**config.mk**
```make
export PLATFORM = sky130hd
export DESIGN_NAME = snake_motion
export DESIGN_NICKNAME = d
export VERILOG_FILES = /design/src/rtl/snake_motion.sv
export SDC_FILE = /design/constraint.sdc
export NUM_CORES = 1
export LEC_CHECK = 0
export CAP_MARGIN = 20
export CORE_MARGIN = 3
export CORE_UTILIZATION = 40
export CTS_CLUSTER_DIAMETER = 100
export DETAILED_ROUTE_END_ITERATION = 8
export HOLD_SLACK_MARGIN = 0.05
export SYNTH_ARGS = -nofsm -noshare
export SYNTH_HDL_FRONTEND = slang
export SYNTH_SLANG_ARGS = --single-unit
```
**constraint.sdc**
```tcl
create_clock -name clk -period 9.1 [get_ports clk]
set_clock_uncertainty 0.05 [all_clocks]
set_input_delay 1.82 -clock clk [delete_from_list [all_inputs] [get_ports clk]]
set_output_delay 1.82 -clock clk [all_outputs]
set_load 0.005 [all_outputs]
```
**src/rtl/snake_motion.sv**
```systemverilog
// Snake movement engine: paced move steps, body shift/grow, wall and self collision, cell query.
// Optional macro WRAP_EN: the head wraps to the opposite edge instead of hitting a wall.
module snake_motion #(
  parameter int unsigned GRID_W   = 32,
  parameter int unsigned GRID_H   = 24,
  parameter int unsigned X_W      = 5,
  parameter int unsigned Y_W      = 5,
  parameter int unsigned MAX_LEN  = 16,
  parameter int unsigned TICK_DIV = 5_000_000
) (
  input  logic                         clk,
  input  logic                         rst,
  input  logic [2:0]                   direction,
  input  logic                         eat,
  input  logic [X_W-1:0]               qx,
  input  logic [Y_W-1:0]               qy,
  output logic                         q_hit,
  output logic [X_W-1:0]               head_x,
  output logic [Y_W-1:0]               head_y,
  output logic [$clog2(MAX_LEN+1)-1:0] length,
  output logic                         step,
  output logic                         game_over
);

  localparam int unsigned L_W   = $clog2(MAX_LEN + 1);
  localparam int unsigned CNT_W = (TICK_DIV > 1) ? $clog2(TICK_DIV) : 1;

  localparam logic [CNT_W-1:0] CNT_LAST    = CNT_W'(TICK_DIV - 1);
  localparam logic [X_W-1:0]   X_MAX       = X_W'(GRID_W - 1);
  localparam logic [Y_W-1:0]   Y_MAX       = Y_W'(GRID_H - 1);
  localparam logic [X_W-1:0]   X_HOME      = X_W'(GRID_W / 2);
  localparam logic [Y_W-1:0]   Y_HOME      = Y_W'(GRID_H / 2);
  localparam logic [L_W-1:0]   LEN_INIT    = L_W'(3);
  localparam logic [L_W-1:0]   LEN_MAX     = L_W'(MAX_LEN);
  localparam logic [2:0]       DIR_DOWN    = 3'b001;
  localparam logic [2:0]       DIR_RESTART = 3'b100;

  typedef enum logic [1:0] {
    S_INIT = 2'd0,
    S_RUN  = 2'd1,
    S_OVER = 2'd2
  } state_t;

  function automatic logic [X_W-1:0] home_x(int unsigned i);
    return (i < 3) ? X_HOME : '0;
  endfunction

  function automatic logic [Y_W-1:0] home_y(int unsigned i);
    return (i < 3) ? (Y_HOME - Y_W'(i)) : '0;
  endfunction

  state_t           state, state_nx;
  logic [CNT_W-1:0] cnt, cnt_nx;
  logic [2:0]       heading, heading_nx;
  logic             grow_pend, grow_pend_nx;
  logic [L_W-1:0]   len_nx;
  logic [X_W-1:0]   seg_x    [MAX_LEN];
  logic [X_W-1:0]   seg_x_nx [MAX_LEN];
  logic [Y_W-1:0]   seg_y    [MAX_LEN];
  logic [Y_W-1:0]   seg_y_nx [MAX_LEN];
  logic             q_hit_nx, step_nx, game_over_nx;

  logic             restart, move, grow, wall, wall_hit, self_hit, hit_c;
  logic [2:0]       dir_sel;
  logic [X_W-1:0]   nx_x;
  logic [Y_W-1:0]   nx_y;
  logic [L_W-1:0]   chk_len;

  // Heading taken at a move: any direction code except the exact reverse of the current one.
  always_comb begin
    dir_sel = heading;
    if (!direction[2] && ((direction ^ heading) != 3'b010)) begin
      dir_sel = direction;
    end
  end

  // Candidate head cell (already wrapped) and whether it crossed an edge; 00=R 01=D 10=L 11=U.
  always_comb begin
    nx_x = seg_x[0];
    nx_y = seg_y[0];
    wall = 1'b0;
    case (dir_sel[1:0])
      2'b00: begin
        wall = (seg_x[0] == X_MAX);
        nx_x = wall ? '0 : seg_x[0] + X_W'(1);
      end
      2'b01: begin
        wall = (seg_y[0] == Y_MAX);
        nx_y = wall ? '0 : seg_y[0] + Y_W'(1);
      end
      2'b10: begin
        wall = (seg_x[0] == '0);
        nx_x = wall ? X_MAX : seg_x[0] - X_W'(1);
      end
      default: begin
        wall = (seg_y[0] == '0);
        nx_y = wall ? Y_MAX : seg_y[0] - Y_W'(1);
      end
    endcase
  end

`ifdef WRAP_EN
  assign wall_hit = 1'b0;
`else
  assign wall_hit = wall;
`endif

  // Self collision ignores the tail unless it stays put (growing); query scans live segments.
  always_comb begin
    grow     = grow_pend | eat;
    chk_len  = grow ? length : length - L_W'(1);
    self_hit = 1'b0;
    hit_c    = 1'b0;
    for (int unsigned i = 0; i < MAX_LEN; i++) begin
      if ((L_W'(i) < chk_len) && (seg_x[i] == nx_x) && (seg_y[i] == nx_y)) begin
        self_hit = 1'b1;
      end
      if ((L_W'(i) < length) && (seg_x[i] == qx) && (seg_y[i] == qy)) begin
        hit_c = 1'b1;
      end
    end
  end

  // Next-state and registered-output logic.
  always_comb begin
    state_nx     = state;
    cnt_nx       = cnt;
    heading_nx   = heading;
    grow_pend_nx = grow_pend;
    len_nx       = length;
    seg_x_nx     = seg_x;
    seg_y_nx     = seg_y;
    step_nx      = 1'b0;
    q_hit_nx     = hit_c;
    restart      = (direction == DIR_RESTART);
    move         = 1'b0;

    case (state)
      S_INIT: state_nx = S_RUN;
      S_RUN: begin
        move   = (cnt == CNT_LAST);
        cnt_nx = move ? '0 : cnt + CNT_W'(1);
        if (eat) begin
          grow_pend_nx = 1'b1;
        end
        if (move) begin
          heading_nx = dir_sel;
          if (wall_hit || self_hit) begin
            state_nx = S_OVER;
          end else begin
            for (int unsigned i = 1; i < MAX_LEN; i++) begin
              seg_x_nx[i] = seg_x[i-1];
              seg_y_nx[i] = seg_y[i-1];
            end
            seg_x_nx[0] = nx_x;
            seg_y_nx[0] = nx_y;
            if (grow && (length != LEN_MAX)) begin
              len_nx = length + L_W'(1);
            end
            grow_pend_nx = 1'b0;
            step_nx      = 1'b1;
          end
        end
      end
      S_OVER: ;
      default: state_nx = S_INIT;
    endcase

    // Restart wins over any move in the same cycle and re-creates the reset picture.
    if (restart) begin
      state_nx     = S_INIT;
      cnt_nx       = '0;
      heading_nx   = DIR_DOWN;
      grow_pend_nx = 1'b0;
      len_nx       = LEN_INIT;
      step_nx      = 1'b0;
      q_hit_nx     = 1'b0;
      for (int unsigned i = 0; i < MAX_LEN; i++) begin
        seg_x_nx[i] = home_x(i);
        seg_y_nx[i] = home_y(i);
      end
    end

    game_over_nx = (state_nx == S_OVER);
  end

  always_ff @(posedge clk or posedge rst) begin
    if (rst) begin
      state     <= S_INIT;
      cnt       <= '0;
      heading   <= DIR_DOWN;
      grow_pend <= 1'b0;
      length    <= LEN_INIT;
      for (int unsigned i = 0; i < MAX_LEN; i++) begin
        seg_x[i] <= home_x(i);
        seg_y[i] <= home_y(i);
      end
      q_hit     <= 1'b0;
      step      <= 1'b0;
      game_over <= 1'b0;
    end else begin
      state     <= state_nx;
      cnt       <= cnt_nx;
      heading   <= heading_nx;
      grow_pend <= grow_pend_nx;
      length    <= len_nx;
      seg_x     <= seg_x_nx;
      seg_y     <= seg_y_nx;
      q_hit     <= q_hit_nx;
      step      <= step_nx;
      game_over <= game_over_nx;
    end
  end

  assign head_x = seg_x[0];
  assign head_y = seg_y[0];

endmodule

```
==> results.md, run 1 <==
* Number of synthesized register bits at 197
* Most common cell in the netlist: nand2_1
* Mapped Cells at 1857
* Hold Crit Class: flip-flop to flip-flop
* Antenna violations before repair at 0
* Sequential share of the synthesized area at 32.8%
* Core Area at 36900 um^2
* Final Hold Fails at 0
* Global-route wire length before repair at 86700 um
* HPWL after detailed placement at 38800 um
* Total CTS buffers at 17
* Starting Density at 40.9%
* Cell area after synthesis at 15100 um^2
* Fraction of registers with async set/reset at 100%
* Clock share of power at 27.9%
* Average wire per standard cell at 24.8 um
* Setup CP Type: input port to flip-flop
* Reg power frac at 37.6%
* PostCTS Resize Cnt at 0
* Crit Path Max Fanout at 82
* CTS max path bufs at 2
* Post-synthesis cell type count at 96
* Worst skew pair latency at 0.48 ns
* Critical Path AT at 7.60 ns
* DRC at 0
* Clock slew at reported path FFs at 0.08 ns
* Total GRT Usage at 27.7%
* Placed Cells at 2261
* Pwr/cell area at 172 nW/um^2
* Final instance area at 16300 um^2
* Switching power at 1.11 mW
* RSZ-0062 raised after global routing: no
* Number of global-route vias before repair at 13500
* Die width at 200 um
* Yosys warnings at 0
* Crit path capture type: flip-flop
* Area share of the largest cell type after synthesis at 30.5%
* Clock root cell: clkbuf_16
* Setup Buffers After CTS at 0
* Net Sw Frac at 39.5%
* Iteration-0 DRC Markers at 2005
* Largest net degree at the start of global routing at 171
* DR vias/cell at 6.24
* Post-Place Cell Area at 15600 um^2
* Total power at 2.80 mW
* Int Pwr at 1.70 mW
* Worst setup path start: direction[2]
* Post-synth EDFFs at 0
* CTS tree: done
* Syn Nets at 1883
* Area leader, netlist: dfrtp_1
* Synth top cells by count: 215 x nand2_1, 214 x o21ai_0, 202 x a21oi_1
* Tmin final at 7.29 ns
* Status: finished clean
* Layout Nets at 1806
* Ratio of cells with drive above 1 in the final layout at 6.69%
* Antenna Cells at 0
* Area growth syn-to-layout at 8.07%
* Hold_buf cts at 0
* Setup violators final at 0
* Worst r2r src: head_y[1]
* Worst hold slack at 0.434 ns
* Tcrit/Tclk final at 80.1%
* CTS sink cnt at 197
* Leakage at 6.38 nW
* Worst-Margin Slew at 1.22 ns
* Rel. slew slack at 18.5%
* IO Count at 34
* Vias at 14300
* Area contributors post-synth: dfrtp_1 31%, xor2_1 9.7%, xnor2_1 8.8%
* Slew Viols, Final at 0
* Final GP Congestion at 1.03
* Max Cap Viol at 0
* Setup TNS at 0 ns
* Dominant synthesized flop cell: dfrtp_1
* Remaining antenna violation count at 0
* FMAX at 137 MHz
* Post-Layout Cell Count at 2297
* 1st-pass router iterations at 5
* Logic pwr share at 34.4%
* Die height at 200 um
* Synthesized area per cell at 8.12 um^2
* Die area at 40100 um^2
* Total grt overflow at 0
* WL final at 57000 um
* Htree depth at 4
* VDD IR max at 0.148 mV
* Worst EP required at 9.41 ns
* IO Port Bufs at 33
* Cell row count at 70
* Min-delay src: state[1]
* Startpoint Class: input port
-- routing by layer --
layer	vias to the layer above	wire, um	GRT usage [%]
met1	7092	25000	39.9
met5	-	0	0
met2	766	24800	40.7
li1	6359	-	-
met3	124	5290	6.06
met4	0	1910	10.4
-- logic make-up after synthesis --
group / after synthesis / synth area share, %
adders and majority gates: 10 / 0.830
xor gates and xnor gates: 321 / 18.9
and+or+nand+nor: 546 / 17.7
buffers and inverters: 200 / 5.91
DFF: 197 / 32.8
AOI/OAI and AO/OA: 563 / 22.4
muxes: 20 / 1.45
-- cell usage in the layout, fill, tap and decap left out, types with 7 or more instances in the layout --
master / instances
clkbuf_16: 17
a211oi_1: 11
mux2i_1: 13
nor2_1: 87
a31oi_1: 16
nand3_1: 37
o211ai_1: 8
dfrtp_1: 184
nand2_1: 214
nand2b_1: 17
o22ai_1: 7
xor2_1: 167
o21ai_0: 214
dfstp_2: 13
a2111oi_0: 15
nand4_1: 33
o2111ai_1: 9
clkdlybuf4s50_1: 33
a21oi_1: 202
inv_1: 29
and3_1: 14
ha_1: 10
xnor2_1: 151
or3_1: 10
buf_4: 33
nor3_1: 37
nor4_1: 43
nor2b_1: 11
-- worst max-delay path: stages --
cell	delay [ns]
clkdlybuf4s50_1	0.87
mux2i_4	0.95
and3_1	0.41
o21ai_0	0.34
o2111ai_1	0.40
buf_4	0.30
xnor2_1	0.13
nor4_1	0.08
and4_1	0.19
o22ai_1	0.57
nand2_4	0.53
nor2_8	0.27
buf_12	0.35
nor2_1	0.07
a211oi_1	0.23
-- path summary, 6_finish.rpt --
path / end / slack (ns) / depth (start not counted)
max: head_x[0] / 1.81 / 15
min in group asynchronous: seg_y[58] / 1.81 / 2
min: state[0] / 0.43 / 1
min reg2reg: state[0] / 0.43 / 1
max in group asynchronous: head_y[2] / 6.03 / 4
max reg2reg: seg_x[34] / 2.80 / 15
-- flip-flops by register name, summed over array words and instances, names as in the netlist --
| name | cells |
|---|---|
| cnt | 23 |
| game_over | 1 |
| grow_pend | 1 |
| head_x | 5 |
| head_y | 5 |
| heading | 3 |
| length | 5 |
| q_hit | 1 |
| seg_x | 75 |
| seg_y | 75 |
| state | 2 |
| step | 1 |
-- per-stage QoR --
| stage | util, % | worst slack, ns |
|---|---|---|
| final | 44.2 | 1.81 |
| after global routing | 44.2 | 1.59 |
| after CTS | 44.0 | 1.33 |
| after detailed placement | 42.4 | 0.835 |
| after global placement | 42.4 | 0.924 |
| after floorplan | - | 1.88 |
-- area by class of cell --
type / count / area, um^2
Fill cell: 3723 / 20600
Multi-Input combinational cell: 1460 / 9270
Sequential cell: 197 / 4950
Timing Repair Buffer: 74 / 746
Tap cell: 504 / 631
Clock buffer: 22 / 474
Inverter: 30 / 120
Clock inverter: 10 / 113
-- power by group through the flow --
stage | Sequential (mW) | Clock [mW] | Combinational (mW)
final | 1.06 | 0.783 | 0.965
after global routing | 1.06 | 0.832 | 1.03
after CTS | 1.05 | 0.797 | 0.930
after detailed placement | 1.07 | 0 | 0.926
after global placement | 1.07 | 0 | 0.923
after floorplan | 0.996 | 0 | 0.669
(Power assumes the default switching activity.)
==> inputs of run 2 (changes only) <==
Clock period 9.1 ns to 6.9 ns, I/O delays scaled along.
==> run 2 against run 1 <==
- combinational power is 35% higher
- critical path depth stayed put
- worst setup slack worse by 1.2 ns
- critical endpoint is now seg_y[34]
- largest cell class unchanged
==> results.md, run 2 (synthesis results as in run 1) <==
* Met2 usage at 42.8%
* Hold_buf cts at 0
* Dominant delay contributor by cell family on the critical path: simple AND/OR/NAND/NOR gates
* Setup TNS at 0 ns
* Setup slack after layout at 0.648 ns
* Total grt overflow at 0
* Antenna Cells at 0
* PostCTS Resize Cnt at 0
* Core Area at 36900 um^2
* RSZ-0062 raised after global routing: no
* Crit Path Max Fanout at 49
* IO Count at 34
* WP buf/inv at 3
* Met1 Use GR at 43.5%
* CTS tree: done
* Clock root cell: clkbuf_16
* Total CTS buffers at 17
* Clock slew at reported path FFs at 0.08 ns
* Antenna violations before repair at 1
* Die width at 200 um
* Setup violators final at 0
* Average wire per standard cell at 26.0 um
* Placement Setup Slack at 0.238 ns
* Layout Nets at 1822
* DRC at 0
* Tmin final at 6.25 ns
* Leakage at 6.43 nW
* Highest-count cells in the layout ignoring fill and taps: 214 x nand2_1, 214 x o21ai_0, 202 x a21oi_1
* DR vias/cell at 6.25
* Placed Cells at 2281
* Slew Viols, Final at 0
* Iteration-0 DRC Markers at 1907
* Tcrit/Tclk final at 90.6%
* Startpoint Class: input port
* Total GRT Usage at 29.6%
* Worst hold slack at 0.425 ns
* Hold Crit Class: flip-flop to flip-flop
* Setup CP Type: input port to flip-flop
* Post-Layout Cell Count at 2313
* CTS sink cnt at 197
* Fillers at 3671
* Critical Path AT at 6.60 ns
* Cell row count at 70
* Busiest grt layer: met1
* Final GP Congestion at 1.00
* Largest stage delay on the critical path at 0.69 ns
* Worst EP required at 7.25 ns
* Multi-input gate area at 9270 um^2
* VDD IR max at 0.180 mV
* Area growth syn-to-layout at 8.46%
* Final Hold Fails at 0
* FF+latch area at 4950 um^2
* Die area at 40100 um^2
* FMAX at 160 MHz
* Worst-Margin Slew at 1.09 ns
* Vias at 14500
* Setup Buffers After CTS at 0
* Cells along the critical path: clkdlybuf4s50_1 -> and2_1 -> a21o_1 -> nor2_4 -> mux2i_4 -> xnor2_1 -> buf_4 -> xor2_1 -> and4_1 -> a211oi_2 -> nand4_4 -> nor2_8 -> buf_12 -> nand2_1 -> a21oi_1
* CTS max path bufs at 2
* Status: finished clean
* Pwr/cell area at 227 nW/um^2
* Rel. slew slack at 27.1%
* Ratio of cells with drive above 1 in the final layout at 7.68%
* Number of global-route vias before repair at 13800
* Remaining antenna violation count at 0
* WL final at 60300 um
* GR Util met3 at 6.00%
* Crit path capture type: flip-flop
* Largest regs: seg_x: 75 flops, seg_y: 75 flops, cnt: 23 flops
* Max Cap Viol at 0
* IO Port Bufs at 33
* HPWL after detailed placement at 41700 um
* Largest net degree at the start of global routing at 170
* Htree depth at 4
* Worst path slowest cell: nor2_8
* Starting Density at 40.9%
* 1st-pass router iterations at 6
* Die height at 200 um
* Global-route wire length before repair at 91000 um
* Worst skew pair latency at 0.49 ns
[run 2: cell type report]
class	count	share of cell area (%)
timing repair buffer	90	5.02
sequential	197	30.2
clock buffer	19	2.77
clock inverter	13	0.712
tap	504	3.86
inverter	30	0.735
multi-input combinational	1460	56.7
[run 2: final timing paths]
path,endpoint,depth (start not counted),start,slack (ns)
max in group asynchronous,cnt[1],3,rst,4.22
worst max register to register,seg_y[34],15,head_x[1],0.91
worst min register to register,state[0],1,state[1],0.43
worst min-delay path,state[0],1,state[1],0.43
min in group asynchronous,seg_x[58],2,rst,1.42
worst max-delay path,seg_y[34],15,direction[2],0.65
[run 2: worst register-to-register path: cells and delay by family, from the launching register on]
family	cells	cell delay (ns)
simple gates	6	2.10
buf+inv	2	0.70
compound gates	5	1.86
fa+ha+maj	1	0.37
mux	1	0.17
flops	1	0.67
[run 2: where the power goes]
group	switching (mW)	internal (mW)
registers	0.162	1.23
logic	0.826	0.474
clock network	0.523	0.492
total	1.51	2.20
[run 2: through the flow]
step           area (um^2)  util (%)  power [mW]
5_1_grt              16400      44.4        3.86
6_report             16400      44.4        3.71
2_1_floorplan        15100         -        2.20
3_3_place_gp         15800      42.8        2.67
3_5_place_dp         15800      42.8        2.67
4_1_cts              16400      44.4        3.69
[run 2: routing by layer]
| metal | vias up | share of wire [%] |
|---|---|---|
| met1 | 7189 | 44 |
| met5 | - | 0.022 |
| met3 | 134 | 9.1 |
| met2 | 756 | 43 |
| met4 | 2 | 3.9 |
| li1 | 6386 | - |
